## config.mk

```make
export PLATFORM = sky130hd
export DESIGN_NAME = relu_requant_stage
export DESIGN_NICKNAME = d
export VERILOG_FILES = /design/src/rtl/relu_requant_stage.sv
export SDC_FILE = /design/constraint.sdc
export NUM_CORES = 1
export LEC_CHECK = 0
export ABC_AREA = 1
export CORE_MARGIN = 1.5
export CORE_UTILIZATION = 55
export CTS_BUF_LIST = sky130_fd_sc_hd__clkbuf_4 sky130_fd_sc_hd__clkbuf_8
export CTS_CLUSTER_DIAMETER = 50
export CTS_CLUSTER_SIZE = 30
export DETAILED_ROUTE_END_ITERATION = 6
export PLACE_DENSITY_LB_ADDON = 0.2
export REMOVE_ABC_BUFFERS = 1
export SLEW_MARGIN = 20
export SYNTH_ARGS = -nofsm -noshare
export SYNTH_HDL_FRONTEND = slang
export SYNTH_SLANG_ARGS = --single-unit
export TNS_END_PERCENT = 100
```

## constraint.sdc

```tcl
create_clock -name clk -period 3.12 [get_ports clk]
set_input_delay 0.624 -clock clk [delete_from_list [all_inputs] [get_ports clk]]
set_output_delay 0.624 -clock clk [all_outputs]
set_load 0.005 [all_outputs]
```

## src/rtl/relu_requant_stage.sv

```systemverilog
// relu_requant_stage
//   Elastic output stage behind the adder trees. Each lane does a
//   round-half-up arithmetic right shift, then ReLU and unsigned saturation.
//   The stage is a two-register valid/ready pipeline. A sticky counter
//   tracks beats that had at least one saturated lane.
// Ports
//   clk, rst_n           clock, async active-low reset
//   in_valid/in_ready    input handshake; in_data packs LANES x BW_IN
//   out_valid/out_ready  output handshake; out_data packs LANES x BW_OUT
//   sat_clr              synchronous clear of sat_count
//   sat_count            saturating count of saturated beats

// Per-lane datapath: the S1 (shifted value) and S2 (clamped value) registers.
// Both registers are load-enabled by the top-level pipeline control.
module relu_requant_lane #(
  parameter int BW_IN     = 32,
  parameter int SIGNED_IN = 1,
  parameter int SHIFT     = 0,
  parameter int ROUND     = 1,
  parameter int BW_OUT    = 8
) (
  input  logic              clk,
  input  logic              rst_n,
  input  logic              i_ld1,
  input  logic              i_ld2,
  input  logic [BW_IN-1:0]  i_x,
  output logic [BW_OUT-1:0] o_y,
  output logic              o_sat    // S1 value would saturate (valid-agnostic)
);
  localparam int IW = BW_IN + 2;
  localparam int RS = (SHIFT > 0) ? SHIFT - 1 : 0;
  localparam logic [IW-1:0] RND_ONE = {{(IW-1){1'b0}}, 1'b1};
  localparam logic [IW-1:0] RND     = (ROUND != 0 && SHIFT > 0) ? (RND_ONE << RS) : '0;

  logic signed [IW-1:0] w_x;
  logic signed [IW-1:0] w_r;
  logic signed [IW-1:0] w_q;
  logic signed [IW-1:0] r_q;
  logic                 w_neg;
  logic [BW_OUT-1:0]    w_y;
  logic [BW_OUT-1:0]    r_y;

  // Two spare bits: one for the sign of unsigned inputs, one so the
  // rounding add cannot carry into the sign.
  generate
    if (SIGNED_IN != 0) begin : g_sext
      assign w_x = {{2{i_x[BW_IN-1]}}, i_x};
    end else begin : g_zext
      assign w_x = {2'b00, i_x};
    end
  endgenerate

  assign w_r = w_x + $signed(RND);
  assign w_q = w_r >>> SHIFT;

  // Any set bit at or above BW_OUT on a non-negative value means
  // the value exceeds 2^BW_OUT-1.
  assign w_neg = r_q[IW-1];
  assign o_sat = !w_neg && (|r_q[IW-2:BW_OUT]);
  assign w_y   = w_neg ? '0 : (o_sat ? '1 : r_q[BW_OUT-1:0]);

  always_ff @(posedge clk or negedge rst_n) begin
    if (!rst_n) begin
      r_q <= '0;
      r_y <= '0;
    end else begin
      if (i_ld1) r_q <= w_q;
      if (i_ld2) r_y <= w_y;
    end
  end

  assign o_y = r_y;
endmodule

module relu_requant_stage #(
  parameter int LANES     = 4,
  parameter int BW_IN     = 32,
  parameter int SIGNED_IN = 1,
  parameter int SHIFT     = 0,
  parameter int ROUND     = 1,
  parameter int BW_OUT    = 8,
  parameter int BW_CNT    = 16
) (
  input  logic                    clk,
  input  logic                    rst_n,
  input  logic                    in_valid,
  output logic                    in_ready,
  input  logic [LANES*BW_IN-1:0]  in_data,
  output logic                    out_valid,
  input  logic                    out_ready,
  output logic [LANES*BW_OUT-1:0] out_data,
  input  logic                    sat_clr,
  output logic [BW_CNT-1:0]       sat_count
);
  logic [LANES-1:0][BW_IN-1:0]  w_in;
  logic [LANES-1:0][BW_OUT-1:0] w_out;
  logic [LANES-1:0]             w_sat;
  logic                         r_s1_vld;
  logic                         r_s2_vld;
  logic                         w_ld1;
  logic                         w_ld2;
  logic                         w_xfer;
  logic                         w_inc;
  logic [BW_CNT-1:0]            r_cnt;

  // S2 frees up when empty or being drained; S1 frees up when empty or moving into S2.
  assign w_ld2  = !r_s2_vld || out_ready;
  assign w_ld1  = !r_s1_vld || w_ld2;
  assign w_xfer = r_s1_vld && w_ld2;
  assign w_inc  = w_xfer && (|w_sat);

  assign w_in = in_data;

  // Data regs only load on real beats, so idle bubbles leave out_data untouched.
  relu_requant_lane #(
    .BW_IN(BW_IN), .SIGNED_IN(SIGNED_IN), .SHIFT(SHIFT),
    .ROUND(ROUND), .BW_OUT(BW_OUT)
  ) u_lane [LANES-1:0] (
    .clk   (clk),
    .rst_n (rst_n),
    .i_ld1 (w_ld1 && in_valid),
    .i_ld2 (w_xfer),
    .i_x   (w_in),
    .o_y   (w_out),
    .o_sat (w_sat)
  );

  always_ff @(posedge clk or negedge rst_n) begin
    if (!rst_n) begin
      r_s1_vld <= 1'b0;
      r_s2_vld <= 1'b0;
      r_cnt    <= '0;
    end else begin
      if (w_ld1) r_s1_vld <= in_valid;
      if (w_ld2) r_s2_vld <= r_s1_vld;
      // Clear wins over the old value, but a same-cycle increment still counts.
      if (sat_clr)
        r_cnt <= w_inc ? {{(BW_CNT-1){1'b0}}, 1'b1} : '0;
      else if (w_inc && !(&r_cnt))
        r_cnt <= r_cnt + 1'b1;
    end
  end

  assign in_ready  = w_ld1;
  assign out_valid = r_s2_vld;
  assign out_data  = w_out;
  assign sat_count = r_cnt;
endmodule

```

==> results of run 1 <==
[cell type report]
| cell class | instances | area [um^2] |
|---|---|---|
| clock buffers | 18 | 248 |
| well taps | 176 | 220 |
| flip-flops and latches | 178 | 4450 |
| clock inverters | 14 | 129 |
| inverters | 32 | 120 |
| repair buffers | 192 | 1950 |
| multi-input cells | 442 | 2750 |
| fillers | 931 | 3320 |
[layout by cell type, fill, tap and decap left out, types with 2 or more instances in the layout]
cell type,netlist,layout
clkinv_4,0,2
inv_6,0,5
clkdlybuf4s50_1,0,181
clkinvlp_4,0,3
xnor2_1,2,2
inv_1,30,30
mux2_2,110,110
buf_12,0,4
clkinv_2,0,3
nor3_1,3,3
xor2_1,7,7
nor2_1,87,87
dfrtp_1,178,178
nand3_1,29,29
nand2_1,126,125
nand4_1,7,7
clkbuf_8,0,18
buf_4,0,6
inv_2,2,2
o21ai_0,40,40
a21oi_1,20,20
[path summary, 6_finish.rpt]
check / slack [ps] / to / cells after the start / start
max: 680 / in_ready / 4 / out_ready
min: 200 / u_lane[3].r_q[15] / 1 / rst_n
max reg2reg: 1070 / sat_count[0] / 12 / u_lane[0].r_q[19]
min reg2reg: 490 / u_lane[0].o_y[0] / 2 / u_lane[0].o_y[0]
max in group asynchronous: 1990 / u_lane[0].r_q[13] / 2 / rst_n
min in group clk: 490 / u_lane[0].o_y[0] / 2 / u_lane[0].o_y[0]
[routing by layer]
metal | wire [um] | up-vias | part of all wire | track usage
met4 | 353 | 0 | 0.023 | 0.0843
li1 | - | 2610 | - | -
met1 | 6700 | 2661 | 0.43 | 0.301
met3 | 927 | 24 | 0.059 | 0.0704
met5 | 0 | - | 0 | 0
met2 | 7650 | 162 | 0.49 | 0.375
[sequential cells by signal (all words and copies together) (netlist names)]
name        cells
u_lane.o_y     32
sat_count      16
out_valid       1
u_lane.r_q    128
r_s1_vld        1
[stage by stage]
step / util / power [mW]
CTS: 0.748 / 5.63
floorplan: - / 3.49
global route: 0.748 / 5.89
global placement: 0.720 / 4.07
detailed placement: 0.720 / 4.15
finish: 0.748 / 5.58
[critical path: stages]
cell and delay (ps):
clkdlybuf4s50_1 450, inv_1 50, nand3_1 150, clkdlybuf4s50_1 540
[power by group]
group | internal [mW] | total [mW] | switching, mW
Sequential | 2.69 | 2.91 | 0.212
Combinational | 0.704 | 1.18 | 0.480
Clock | 0.663 | 1.49 | 0.830
[cells by family (layout without fill, tap and decap cells)]
group,Yosys count,count (layout),share of synthesized area
fa+ha+maj,1,1,0.00168
xor+xnor,9,9,0.0106
compound gates,62,62,0.0423
mux,110,110,0.167
flops,178,178,0.600
simple gates,260,260,0.148
buf+inv,56,256,0.0315
==> flow_metrics.env, run 1 <==
export IMPL_stdcell_area_mm2=0.00987
export IMPL_relSlewSlack=0.533
export IMPL_critPathKind="input pin to primary output"
export IMPL_cts_resized=0
export IMPL_dr_pass1_iters=4
export IMPL_ant_nets=0
export IMPL_min_path_type="input pin to asynchronous set/reset pin"
export IMPL_fmax_mhz=410
export IMPL_die_h_um=119
export IMPL_critPathArrivalTime_ps=1810
export IMPL_synth_edff_count=0
export IMPL_drv_slew=0
export IMPL_cts_tree="yes"
export IMPL_io_pins=183
export IMPL_finalSetupViolations=0
export IMPL_syn_area_mm2=0.00743
export IMPL_design_core_area_mm2=0.0132
export IMPL_n_antenna_cell=0
export IMPL_timing_final_ws_setup_ps=683
export IMPL_cts_hold_buf=0
export IMPL_placementRows=42
export IMPL_cts_setup_buffers=0
export IMPL_grt_max_degree=76
export IMPL_seq_area_frac_synth=0.600
export IMPL_vias_per_cell=5.19
export IMPL_drive_gt1_frac=0.185
export IMPL_cts_made_buffers=17
export IMPL_worst_pin_slew_ps=700
export IMPL_dpl_cell_area_mm2=0.00949
export IMPL_vias=5457
export IMPL_fin_crit_sh=0.781
export IMPL_drt_total_wl_mm=15.6
export IMPL_peakVddDrop_uv=350
export IMPL_cts_max_level=4
export IMPL_netlist_instances=676
export IMPL_ys_types=28
export IMPL_leakagePower_nw=4.40
export IMPL_setup_worst_path_start_class="input pin"
export IMPL_grt_pass1_vias=5443
export IMPL_grt_ovfl_total=0
export IMPL_drc=0
export IMPL_grt_setup_unrepaired="false"
export IMPL_finalCriticalPeriod_ps=2440
export IMPL_synth_top_flop_cell="dfrtp_1"
export IMPL_clk_pin_slew_ps=80
export IMPL_root_buffer="clkbuf_8"
export IMPL_holdWs_ps=197
export IMPL_fin_nets=997
export IMPL_finalHoldViolCount=0
export IMPL_yosys_register_bits=178
export IMPL_synth_top_area_frac=0.600
export IMPL_tns_ps=0
export IMPL_place_inst=1020
export IMPL_outcome="finished clean"
export IMPL_synth_top_cell_by_area="dfrtp_1"
export IMPL_stdcell_count=1052
export IMPL_die_w_um=119
export IMPL_grt_use_total=0.233
export IMPL_yosys_top_cells_count="178 x dfrtp_1, 126 x nand2_1, 110 x mux2_2"
export IMPL_wl_per_cell_um=14.9
export IMPL_port_buffer_count=182
export IMPL_ys_async_sr_fraction=1.00
export IMPL_routabilityCongestion=0.820
export IMPL_antenna_found_initial=0
export IMPL_power_density_mw_per_mm2=566
export IMPL_drtIter0Drc=301
export IMPL_clock_path_buffers=2
export IMPL_clk_latency_ps=450
export IMPL_area_growth_pct=32.8
export IMPL_grt_pass1_wl_mm=25.9
export IMPL_clock_sinks=178
export IMPL_crit_path_max_fanout=3
export IMPL_place_ws_ps=595
export IMPL_cp_end_kind="primary output"
export IMPL_synth_area_leaders="dfrtp_1 60%, mux2_2 17%, nand2_1 6.4%"
export IMPL_maxCapViolations=0
export IMPL_worstPathRequired_ps=2500
export IMPL_yosys_warnings=0
export IMPL_start_util=0.563
export IMPL_synth_most_common_cell="dfrtp_1"
export IMPL_skew_ps=12.6
export IMPL_avgSynthCellArea_um2=11.0
export IMPL_hpwlAfterDp_mm=11.6
export IMPL_dieArea_mm2=0.0142
No activity file was read; power rests on OpenSTA's default activity.
==> run 2: changes to the inputs <==
- CORE_UTILIZATION: 55 -> 51
- clock period: 3.12 -> 2.5 ns (I/O delays scaled with it)
==> flow_metrics.env, run 2 (synthesis results as in run 1) <==
export IMPL_dpl_cell_area_mm2=0.00951
export IMPL_clock_path_buffers=2
export IMPL_finalCriticalPeriod_ps=2180
export IMPL_n_antenna_cell=0
export IMPL_port_buffer_count=182
export IMPL_path_delay_family="buffers and inverters"
export IMPL_cts_tree="yes"
export IMPL_fin_util=0.709
export IMPL_crit_path_max_fanout=3
export IMPL_fin_crit_sh=0.870
export IMPL_r2r_cells=9
export IMPL_leakagePower_nw=4.44
export IMPL_placementRows=43
export IMPL_holdPathStages=2
export IMPL_grt_pass1_vias=5653
export IMPL_largest_reg_flops=128
export IMPL_cp_end_kind="primary output"
export IMPL_cts_max_level=4
export IMPL_critPathArrivalTime_ps=1680
export IMPL_fmax_mhz=460
export IMPL_grt_max_degree=82
export IMPL_clk_pin_slew_ps=80
export IMPL_vias_per_cell=5.15
export IMPL_fin_nets=1000
export IMPL_grt_setup_unrepaired="false"
export IMPL_dr_pass1_iters=4
export IMPL_power_density_mw_per_mm2=724
export IMPL_hold_path_startpoint="u_lane[0].o_y[7]"
export IMPL_timing_rr_end="sat_count[0]"
export IMPL_maxCapViolations=0
export IMPL_worstPathCellList="clkdlybuf4s50_1 > inv_1 > nand3_1 > clkdlybuf4s50_1"
export IMPL_wl_per_cell_um=15.3
export IMPL_drv_slew=0
export IMPL_routabilityCongestion=0.793
export IMPL_drc=0
export IMPL_critPathKind="input pin to primary output"
export IMPL_skew_ps=16.3
export IMPL_grt_use_total=0.227
export IMPL_grt_ovfl_total=0
export IMPL_hpwlAfterDp_mm=11.6
export IMPL_slowest_stage="clkdlybuf4s50_1"
export IMPL_report_power_total_mw=7.20
export IMPL_area_growth_pct=33.9
export IMPL_finalSetupViolations=0
export IMPL_final_cell_mix="181 x clkdlybuf4s50_1, 178 x dfrtp_1, 125 x nand2_1, 110 x mux2_2, 87 x nor2_1"
export IMPL_die_w_um=124
export IMPL_finalHoldViolCount=0
export IMPL_final_common_cell="clkdlybuf4s50_1"
export IMPL_holdWs_ps=483
export IMPL_clk_latency_ps=460
export IMPL_crit_buf_inv=3
export IMPL_relSlewSlack=0.679
export IMPL_use_met3=0.0687
export IMPL_stdcell_area_mm2=0.00995
export IMPL_min_to="u_lane[0].o_y[7]"
export IMPL_cts_resized=0
export IMPL_design_core_area_mm2=0.0140
export IMPL_drt_total_wl_mm=16.2
export IMPL_grtUsageMet2=0.380
export IMPL_tns_ps=0
export IMPL_die_h_um=124
export IMPL_use_met1=0.283
export IMPL_antenna_found_initial=1
export IMPL_drtIter0Drc=292
export IMPL_worst_pin_slew_ps=479
export IMPL_outcome="finished clean"
export IMPL_cp_common_cell="clkdlybuf4s50_1"
export IMPL_root_buffer="clkbuf_8"
export IMPL_dieArea_mm2=0.0153
export IMPL_reg2reg_setup_slack_ps=430
export IMPL_worstPathRequired_ps=2000
export IMPL_cts_made_buffers=17
export IMPL_vias=5453
export IMPL_drive_gt1_frac=0.186
export IMPL_critPathMaxStageDelay_ps=530
export IMPL_io_pins=183
export IMPL_clock_sinks=178
export IMPL_ant_nets=0
export IMPL_r2r_start="sat_count[1]"
export IMPL_grt_busiest_layer="met2"
export IMPL_start_util=0.529
export IMPL_largest_register="u_lane.r_q"
export IMPL_peakVddDrop_uv=443
export IMPL_grt_pass1_wl_mm=26.7
export IMPL_min_path_type="flop to flop"
export IMPL_setup_worst_path_start_class="input pin"
run 2: timing repair:
action,in CTS,in global routing
hold buffers,1,0
endpoints found under the hold margin,41,0
setup buffers,0,0
run 2: through the flow:
step | instances | setup WS, ps
2_1_floorplan | 652 | -1670
3_3_place_gp | 1026 | 330
3_5_place_dp | 1026 | 291
4_1_cts | 1058 | 311
5_1_grt | 1058 | 203
6_report | 1058 | 325
run 2: power breakdown:
| part | internal [mW] | switching, mW |
|---|---|---|
| registers | 3.36 | 0.256 |
| clock network | 1.14 | 0.971 |
| logic | 0.877 | 0.599 |
run 2: worst reg2reg max path: cells and delay by family (launching register included):
kind,cells,cell delay (ps)
adders and majority gates,1,230
DFF,1,430
and+or+nand+nor,8,1320
run 2: how the worst max path moves through the flow:
stage                     startpoint          endpoint  depth (start not counted)
floorplan                  out_ready  u_lane[0].r_q[0]                          4
global placement           out_ready          in_ready                          4
detailed placement         out_ready  u_lane[2].o_y[3]                          8
CTS                        out_ready          in_ready                          4
global route        u_lane[2].r_q[9]      sat_count[0]                         12
finish                     out_ready          in_ready                          4
run 2: area by class of cell:
class | count | area [um^2]
Multi-Input combinational cell | 442 | 2750
Inverter | 32 | 120
Timing Repair Buffer | 195 | 1970
Fill cell | 1012 | 4090
Sequential cell | 178 | 4450
Tap cell | 180 | 225
Clock inverter | 10 | 159
Clock buffer | 21 | 270
run 2: layer usage:
metal,wire (um),up-vias
li1,-,2622
met2,8230,149
met5,0,-
met4,247,0
met1,6630,2660
met3,1110,22
==> run 3: changes to the inputs <==
- GPL_TIMING_DRIVEN: default -> 0
- TNS_END_PERCENT: 100 -> default
==> flow_metrics.env, run 3 (synthesis results as in run 1) <==
export IMPL_relSlewSlack=0.452
export IMPL_peakVddDrop_uv=427
export IMPL_grt_ovfl_total=0
export IMPL_wl_per_cell_um=15.0
export IMPL_fin_nets=990
export IMPL_start_util=0.529
export IMPL_drt_total_wl_mm=15.8
export IMPL_r2r_cells=5
export IMPL_n_antenna_cell=0
export IMPL_drive_gt1_frac=0.180
export IMPL_report_power_total_mw=7.22
export IMPL_finalCriticalPeriod_ps=2310
export IMPL_grt_pass1_wl_mm=25.8
export IMPL_largest_register="u_lane.r_q"
export IMPL_hpwlAfterDp_mm=11.1
export IMPL_reg2reg_setup_slack_ps=290
export IMPL_critPathKind="input pin to flop"
export IMPL_power_density_mw_per_mm2=730
export IMPL_io_pins=183
export IMPL_ant_nets=0
export IMPL_port_buffer_count=182
export IMPL_die_w_um=124
export IMPL_root_buffer="clkbuf_8"
export IMPL_grt_pass1_vias=5463
export IMPL_crit_path_max_fanout=55
export IMPL_tns_ps=0
export IMPL_routabilityCongestion=0.794
export IMPL_dieArea_mm2=0.0153
export IMPL_largest_reg_flops=128
export IMPL_cts_hold_buf=0
export IMPL_drtIter0Drc=368
export IMPL_timing_final_ws_setup_ps=188
export IMPL_final_common_cell="clkdlybuf4s50_1"
export IMPL_worst_pin_slew_ps=819
export IMPL_fmax_mhz=433
export IMPL_place_inst=1017
export IMPL_cts_tree="yes"
export IMPL_die_h_um=124
export IMPL_stdcell_area_mm2=0.00989
export IMPL_clk_pin_slew_ps=90
export IMPL_stdcell_count=1049
export IMPL_setup_worst_path_start_class="input pin"
export IMPL_grt_use_total=0.220
export IMPL_cts_max_level=4
export IMPL_leakagePower_nw=4.41
export IMPL_vias_per_cell=5.16
export IMPL_final_cell_mix="181 x clkdlybuf4s50_1, 178 x dfrtp_1, 124 x nand2_1, 110 x mux2_2, 87 x nor2_1"
export IMPL_fillers=991
export IMPL_dr_pass1_iters=5
export IMPL_clock_path_buffers=2
export IMPL_holdWs_ps=17.9
export IMPL_place_ws_ps=-300
export IMPL_critPathArrivalTime_ps=2650
export IMPL_maxCapViolations=0
export IMPL_cts_resized=0
export IMPL_clock_sinks=178
export IMPL_antenna_found_initial=1
export IMPL_min_path_type="input pin to asynchronous set/reset pin"
export IMPL_clk_latency_ps=460
export IMPL_outcome="finished clean"
export IMPL_grt_max_degree=91
export IMPL_design_core_area_mm2=0.0140
export IMPL_placementRows=43
export IMPL_drv_slew=0
export IMPL_cts_setup_buffers=0
export IMPL_dpl_cell_area_mm2=0.00945
export IMPL_finalSetupViolations=0
export IMPL_fin_crit_sh=0.925
export IMPL_cts_made_buffers=17
export IMPL_vias=5410
export IMPL_skew_ps=11.7
export IMPL_finalHoldViolCount=0
export IMPL_drc=0
export IMPL_worstPathRequired_ps=2840
export IMPL_area_growth_pct=33.2
export IMPL_fin_util=0.705
export IMPL_grt_setup_unrepaired="false"
export IMPL_cp_end_kind="flop"
-- run 3: changes by cell type in the layout (fill, tap and decap cells not counted), sizes merged --
| cell | change |
|---|---|
| clkinvlp | -1 |
| clkbuf | +1 |
| clkinv | +1 |
| dlygate4sd3 | -1 |
| buf | -9 |
-- run 3: layout make-up --
cell class,count,area [um^2],area share
tap,180,225,0.0228
clock inverter,10,156,0.0158
inverter,32,120,0.0121
timing repair buffer,185,1900,0.192
sequential,178,4450,0.450
multi-input combinational,442,2750,0.278
clock buffer,22,284,0.0287
-- run 3: worst paths after layout --
kind	start	to
setup / recovery	out_ready	u_lane[2].r_q[15]
hold / removal	rst_n	out_valid
setup reg to reg	out_valid	u_lane[2].r_q[15]
hold reg to reg	u_lane[0].o_y[0]	u_lane[0].o_y[0]
max in group asynchronous	rst_n	u_lane[2].r_q[21]
min in group clk	u_lane[0].o_y[0]	u_lane[0].o_y[0]
-- run 3: critical path: stages --
cell             delay (ps)
clkdlybuf4s50_1         400
inv_1                    70
nand3_1                 140
nand2_4                 540
buf_16                  310
buf_12                  270
mux2_2                  370
-- run 3: routing by layer --
layer  track usage  up-vias  routed length, um
li1              -     2596                  -
met1         0.272     2599               6420
met5             0        -                  0
met4        0.0769        0                243
met3        0.0641       22               1150
met2         0.369      193               7960
-- run 3: power by group --
part           internal (mW)  switching, mW
sequential              3.36          0.248
clock                   1.17          0.981
combinational          0.865          0.591
total                   5.40           1.82
